## src/rtl/mat_trans_seq.sv

```systemverilog
// Element-serial matrix transpose sequencer: loads N*N elements row-major, transposes, streams out.
// Optional abort input enabled by defining MAT_TRANS_SEQ_ABORT_EN.
module mat_trans_seq #(
  parameter int unsigned DATA_WIDTH  = 16,
  parameter int unsigned BIN_POS     = 8,
  parameter int unsigned MATRIX_SIZE = 3
) (
  input  logic                  clk,
  input  logic                  rst,
`ifdef MAT_TRANS_SEQ_ABORT_EN
  input  logic                  abort,
`endif
  input  logic                  in_valid,
  output logic                  in_ready,
  input  logic [DATA_WIDTH-1:0] in_data,
  output logic                  out_valid,
  input  logic                  out_ready,
  output logic [DATA_WIDTH-1:0] out_data,
  output logic                  out_last,
  output logic                  busy,
  output logic                  done
);

  localparam int unsigned NumEl = MATRIX_SIZE * MATRIX_SIZE;
  localparam int unsigned CntW  = $clog2(NumEl);
  localparam int unsigned BufW  = NumEl * DATA_WIDTH;
  localparam logic [CntW-1:0] LastIdx = CntW'(NumEl - 1);

  // Fixed-point data passes through untouched, so BIN_POS only needs to be sane.
  if (MATRIX_SIZE < 2 || BIN_POS >= DATA_WIDTH) begin : g_param_check
    $error("mat_trans_seq: invalid parameters");
  end

  typedef enum logic [1:0] {StLoad, StXfer, StDrain} state_e;

  state_e          state_q, state_d;
  logic [CntW-1:0] in_cnt_q, in_cnt_d;
  logic [CntW-1:0] out_cnt_q, out_cnt_d;
  logic [BufW-1:0] in_buf_q, in_buf_d;
  logic [BufW-1:0] res_q, res_d;
  logic            done_q, done_d;
  logic            abort_w;
  int unsigned     in_idx, out_idx;

`ifdef MAT_TRANS_SEQ_ABORT_EN
  assign abort_w = abort;
`else
  assign abort_w = 1'b0;
`endif

  assign in_idx  = {{(32 - CntW){1'b0}}, in_cnt_q};
  assign out_idx = {{(32 - CntW){1'b0}}, out_cnt_q};

  always_comb begin
    state_d   = state_q;
    in_cnt_d  = in_cnt_q;
    out_cnt_d = out_cnt_q;
    in_buf_d  = in_buf_q;
    res_d     = res_q;
    done_d    = 1'b0;

    unique case (state_q)
      StLoad: begin
        if (in_valid) begin
          in_buf_d[in_idx*DATA_WIDTH +: DATA_WIDTH] = in_data;
          if (in_cnt_q == LastIdx) begin
            in_cnt_d = '0;
            state_d  = StXfer;
          end else begin
            in_cnt_d = in_cnt_q + CntW'(1);
          end
        end
      end
      StXfer: begin
        for (int unsigned r = 0; r < MATRIX_SIZE; r++) begin
          for (int unsigned c = 0; c < MATRIX_SIZE; c++) begin
            res_d[(r*MATRIX_SIZE + c)*DATA_WIDTH +: DATA_WIDTH] =
                in_buf_q[(c*MATRIX_SIZE + r)*DATA_WIDTH +: DATA_WIDTH];
          end
        end
        state_d = StDrain;
      end
      StDrain: begin
        if (out_ready) begin
          if (out_cnt_q == LastIdx) begin
            out_cnt_d = '0;
            state_d   = StLoad;
            done_d    = 1'b1;
          end else begin
            out_cnt_d = out_cnt_q + CntW'(1);
          end
        end
      end
      default: state_d = StLoad;
    endcase

    // Abort wins over any handshake in the same cycle; the element in flight is dropped.
    if (abort_w) begin
      state_d   = StLoad;
      in_cnt_d  = '0;
      out_cnt_d = '0;
      in_buf_d  = in_buf_q;
      done_d    = 1'b0;
    end
  end

  always_ff @(posedge clk) begin
    if (rst) begin
      state_q   <= StLoad;
      in_cnt_q  <= '0;
      out_cnt_q <= '0;
      in_buf_q  <= '0;
      res_q     <= '0;
      done_q    <= 1'b0;
    end else begin
      state_q   <= state_d;
      in_cnt_q  <= in_cnt_d;
      out_cnt_q <= out_cnt_d;
      in_buf_q  <= in_buf_d;
      res_q     <= res_d;
      done_q    <= done_d;
    end
  end

  always_comb begin
    in_ready  = (state_q == StLoad);
    out_valid = (state_q == StDrain);
    out_last  = (state_q == StDrain) && (out_cnt_q == LastIdx);
    out_data  = (state_q == StDrain) ? res_q[out_idx*DATA_WIDTH +: DATA_WIDTH] : '0;
    busy      = (state_q != StLoad);
    done      = done_q;
  end

endmodule

```

## config.mk

```make
export PLATFORM = sky130hd
export DESIGN_NAME = mat_trans_seq
export DESIGN_NICKNAME = d
export VERILOG_FILES = /design/src/rtl/mat_trans_seq.sv
export SDC_FILE = /design/constraint.sdc
export NUM_CORES = 1
export LEC_CHECK = 0
export CORE_UTILIZATION = 40
export DETAILED_ROUTE_END_ITERATION = 7
export GPL_TIMING_DRIVEN = 0
export HOLD_SLACK_MARGIN = 0.1
export MAX_ROUTING_LAYER = met4
export SYNTH_ARGS = -nofsm -noshare
export SYNTH_HDL_FRONTEND = slang
export SYNTH_SLANG_ARGS = --single-unit
```

## constraint.sdc

```tcl
create_clock -name clk -period 7.2 [get_ports clk]
set_clock_uncertainty 0.2 [all_clocks]
set_input_delay 1.44 -clock clk [delete_from_list [all_inputs] [get_ports clk]]
set_output_delay 1.44 -clock clk [all_outputs]
set_load 0.005 [all_outputs]
```

==> impl_metrics.tcl <==
set metrics [dict create \
    worstPathBufferInverterCount 4 \
    boundary_pins 41 \
    share_of_async_settable_or_async_resettable_flops_after_synthesis 0 \
    hold_path_startpoint "in_buf_q[101]$_SDFFE_PP0P_" \
    wirelength_um 38600 \
    startpoint_type "flip-flop" \
    postSynthNetCount 1426 \
    count_of_antenna_diodes_in_the_layout 0 \
    tritoncts "yes" \
    place_worst_setup_slack_ns 2.85 \
    setup-tns-final_ns 0 \
    critical_path.top_delay_family "buffers and inverters" \
    power_density_nw_per_um2 234 \
    wire_per_inst_um 20.5 \
    route.met2.wl_um 16400 \
    die_area_um2 31700 \
    antenna_found_initial 0 \
    avgSynthCellArea_um2 8.85 \
    fp.dieH_um 178 \
    synth_enable_flop_cells 0 \
    first_pass_iters 5 \
    reg2reg_to "in_buf_q[81]$_SDFFE_PP0P_" \
    start_util 0.406 \
    drtIter0Drc 926 \
    synthesis.area_um2 12400 \
    gp_congestion 0.963 \
    crit_path_cell_trace "buf_4 -> buf_6 -> buf_4 -> mux2i_1 -> a221oi_1 -> o21ai_0 -> a21oi_1 -> clkdlybuf4s50_1" \
    p_int_w 0.00253 \
    routed.top_layer "met4" \
    finalInstanceArea_um2 14100 \
    combPwrFrac 0.048 \
    setup.worst_path.class "flip-flop to primary output" \
    globalRoute.totalOverflow 0 \
    numClockSinks 299 \
    launching_point_of_the_worst_reg2reg_path "in_cnt_q[0]$_SDFFE_PP0P_" \
    met3_wirelength_um 2520 \
    register_area_um2 5990 \
    holdCritPathClass "flip-flop to flip-flop" \
    yosysWarnings 0 \
    rsz0062_at_grt "no" \
    r2r_setup_slack_ns 4.13 \
    cells_resized_by_post_cts_repair 0 \
    postPlaceCellArea_um2 13200 \
    worstHoldPathCells 2 \
    final_critical_path_setup_slack_ns 2.15 \
    viasPerCell 5.33 \
    netlist_instances 1399 \
    slew_of_the_pin_with_the_lowest_slew_margin_ns 0.809 \
    ys_dominant_reg_cell "sky130_fd_sc_hd__dfxtp_1" \
    worstHoldEndpoint "res_q[37]$_SDFFE_PP0N_" \
    port_buffers 32 \
    global_route_wire_length_before_repair_um 57400 \
    grt_max_degree 16 \
    power.share.switching 0.233 \
    cts_inserted_buffers 31 \
    setup.worst_path.end_class "primary output" \
    worst_path_max_delay_cell "sky130_fd_sc_hd__a221oi_1" \
    library_cells_used_by_synthesis 47 \
    clock_tree.htree_level_count 1 \
    post_cts_hold_buffer_count 0 \
    postSynthRegisterBits 299 \
    finalHoldViolCount 0 \
    std_cell_rows 64 \
    layout_min_cycle_time_ns 5.05 \
    share_of_post_route_cells_with_drive_strength_above_1 0.0815 \
    finalCritPeriodShare 0.702 \
    max_freq_mhz 198 \
    crit_path_max_fanout 10 \
    final_core_utilization 0.463 \
    power.share.sequential 0.504 \
    clk_pin_slew_worst_paths_ns 0.07 \
    critical_path.max_stage_delay_ns 0.74 \
    m1WireLength_um 18100 \
    remaining_drc_errors 0 \
    design.core.area_um2 30500 \
    crit_path_frequent_cell "sky130_fd_sc_hd__buf_4" \
    cts.repair_timing.setup_buffer_count 0 \
    leakagePower_nw 4.64 \
    clk-insertion-delay-late_ns 0.56 \
    finish.net_count 1491 \
    route.vias.total 10015 \
    grt_pass1_vias 9227 \
    clock_tree.buffer_depth 3 \
    synth_seq_area_share 0.483 \
    global_route.usage.total 0.252 \
    vdd.ir_drop.worst_uv 195 \
    cts.root.buffer_cell "sky130_fd_sc_hd__clkbuf_16" \
    multi_input_comb_area_um2 5810 \
    dp_hpwl_um 27900 \
    critPathArrivalTime_ns 3.41 \
    chipWidth_um 178 \
    hold_slack_ns 0.246 \
    worst_slew_margin 0.456 \
    critPathRequiredTime_ns 5.56 \
    fillers 3001 \
    ant_nets 0 \
    clkPwrFrac 0.448 \
    report.final.slew_viol_count 0 \
    status "complete, no violations" \
    setup_viol 0 \
    switchingPower_w 0.000767 \
    max-cap-violations 0 \
    area.growth.synth_to_final_pct 13.9 \
    timing.reg2reg.worst_path_depth 8 \
]
-- cells in the mapped netlist, types with 2 or more instances --
library cell / number / area (um2)
sky130_fd_sc_hd__o21ai_0: 31 / 155
sky130_fd_sc_hd__nor3_1: 4 / 20.0
sky130_fd_sc_hd__mux2i_1: 97 / 971
sky130_fd_sc_hd__inv_1: 10 / 37.5
sky130_fd_sc_hd__nand3_1: 35 / 175
sky130_fd_sc_hd__ha_1: 7 / 87.6
sky130_fd_sc_hd__nor2_2: 3 / 18.8
sky130_fd_sc_hd__nor2_1: 13 / 48.8
sky130_fd_sc_hd__nor3b_4: 2 / 37.5
sky130_fd_sc_hd__nand4_1: 3 / 18.8
sky130_fd_sc_hd__clkbuf_1: 66 / 248
sky130_fd_sc_hd__a22o_1: 32 / 280
sky130_fd_sc_hd__xnor2_1: 2 / 17.5
sky130_fd_sc_hd__nand3b_1: 18 / 135
sky130_fd_sc_hd__buf_6: 8 / 90.1
sky130_fd_sc_hd__buf_1: 4 / 15.0
sky130_fd_sc_hd__buf_2: 31 / 155
sky130_fd_sc_hd__nor4_4: 3 / 63.8
sky130_fd_sc_hd__a21oi_1: 168 / 841
sky130_fd_sc_hd__nor2b_1: 3 / 18.8
sky130_fd_sc_hd__mux4_2: 16 / 360
sky130_fd_sc_hd__o21ai_1: 34 / 170
sky130_fd_sc_hd__dfxtp_1: 299 / 5990
sky130_fd_sc_hd__buf_4: 6 / 45.0
sky130_fd_sc_hd__a221oi_1: 16 / 140
sky130_fd_sc_hd__nand2_1: 367 / 1380
sky130_fd_sc_hd__nor3b_1: 2 / 15.0
sky130_fd_sc_hd__nand2b_1: 100 / 626
-- per-layer routing --
| layer | vias up | GRT usage |
|---|---|---|
| met2 | 317 | 0.358 |
| met1 | 4762 | 0.359 |
| met5 | - | - |
| li1 | 4871 | - |
| met3 | 65 | 0.0305 |
| met4 | 0 | 0.100 |
-- cell families after synthesis --
logic type / after synthesis / synth area share
xor gates and xnor gates: 4 / 0.00434
muxes: 113 / 0.107
AOI/OAI and AO/OA: 289 / 0.135
buffers and inverters: 125 / 0.0477
adders and majority gates: 7 / 0.00707
DFF: 299 / 0.483
and+or+nand+nor: 562 / 0.215
-- power groups by stage --
stage          Clock [W]  Sequential (W)  Combinational (W)
2_1_floorplan          0         0.00170          0.0000941
3_3_place_gp           0         0.00170           0.000155
3_5_place_dp           0         0.00170           0.000157
4_1_cts          0.00150         0.00166           0.000158
5_1_grt          0.00157         0.00166           0.000167
6_report         0.00148         0.00166           0.000159
-- tightest hold or removal path: cells and delay by family (launching register included) --
family          cells  cell delay [ns]
flops               1             0.31
compound gates      1             0.05
simple gates        1             0.05
-- stage by stage --
step / std cells / power [W]
2_1_floorplan: 1399 / 0.00179
3_3_place_gp: 1827 / 0.00185
3_5_place_dp: 1827 / 0.00186
4_1_cts: 1880 / 0.00332
5_1_grt: 1880 / 0.00340
6_report: 1880 / 0.00330
-- state kept, by name, summed over array words and instances (netlist names) --
| register | flops |
|---|---|
| done | 1 |
| in_buf_q | 144 |
| in_cnt_q | 4 |
| out_cnt_q | 4 |
| res_q | 144 |
| state_q | 2 |
-- cell type report --
class / instances / share of cell area
repair buffers: 32 / 0.0227
plain buffers: 115 / 0.0392
flip-flops and latches: 299 / 0.424
well taps: 396 / 0.0351
multi-input cells: 975 / 0.412
clock buffers: 47 / 0.0620
clock inverters: 6 / 0.00257
inverters: 10 / 0.00266
-- placed cells by master (no fill, tap or decap), types with 6 or more instances in the layout --
cell type and instances:
sky130_fd_sc_hd__buf_4 6, sky130_fd_sc_hd__ha_1 7, sky130_fd_sc_hd__buf_2 31, sky130_fd_sc_hd__nor2_1 13, sky130_fd_sc_hd__buf_6 8, sky130_fd_sc_hd__nand2b_1 100, sky130_fd_sc_hd__inv_1 10, sky130_fd_sc_hd__nand3b_1 18
sky130_fd_sc_hd__mux2i_1 97, sky130_fd_sc_hd__o21ai_0 31, sky130_fd_sc_hd__o21ai_1 34, sky130_fd_sc_hd__clkdlybuf4s50_1 32, sky130_fd_sc_hd__a221oi_1 16, sky130_fd_sc_hd__a21oi_1 168, sky130_fd_sc_hd__clkbuf_16 31, sky130_fd_sc_hd__mux4_2 16
sky130_fd_sc_hd__dfxtp_1 299, sky130_fd_sc_hd__nand3_1 35, sky130_fd_sc_hd__clkbuf_1 78, sky130_fd_sc_hd__a22o_1 32, sky130_fd_sc_hd__nand2_1 367
-- worst max-delay path by stage --
stage	startpoint	endpoint	slack (ns)	cells after the start
2_1_floorplan	out_cnt_q[0]$_SDFFE_PP0P_	out_data[10]	4.02	5
3_3_place_gp	out_cnt_q[0]$_SDFFE_PP0P_	out_data[10]	2.82	8
3_5_place_dp	out_cnt_q[0]$_SDFFE_PP0P_	out_data[10]	2.85	8
4_1_cts	out_cnt_q[0]$_SDFFE_PP0P_	out_data[10]	2.25	8
5_1_grt	out_cnt_q[0]$_SDFFE_PP0P_	out_data[10]	2.05	8
6_report	out_cnt_q[0]$_SDFFE_PP0P_	out_data[10]	2.15	8
Power figures use the tool's default switching activity.
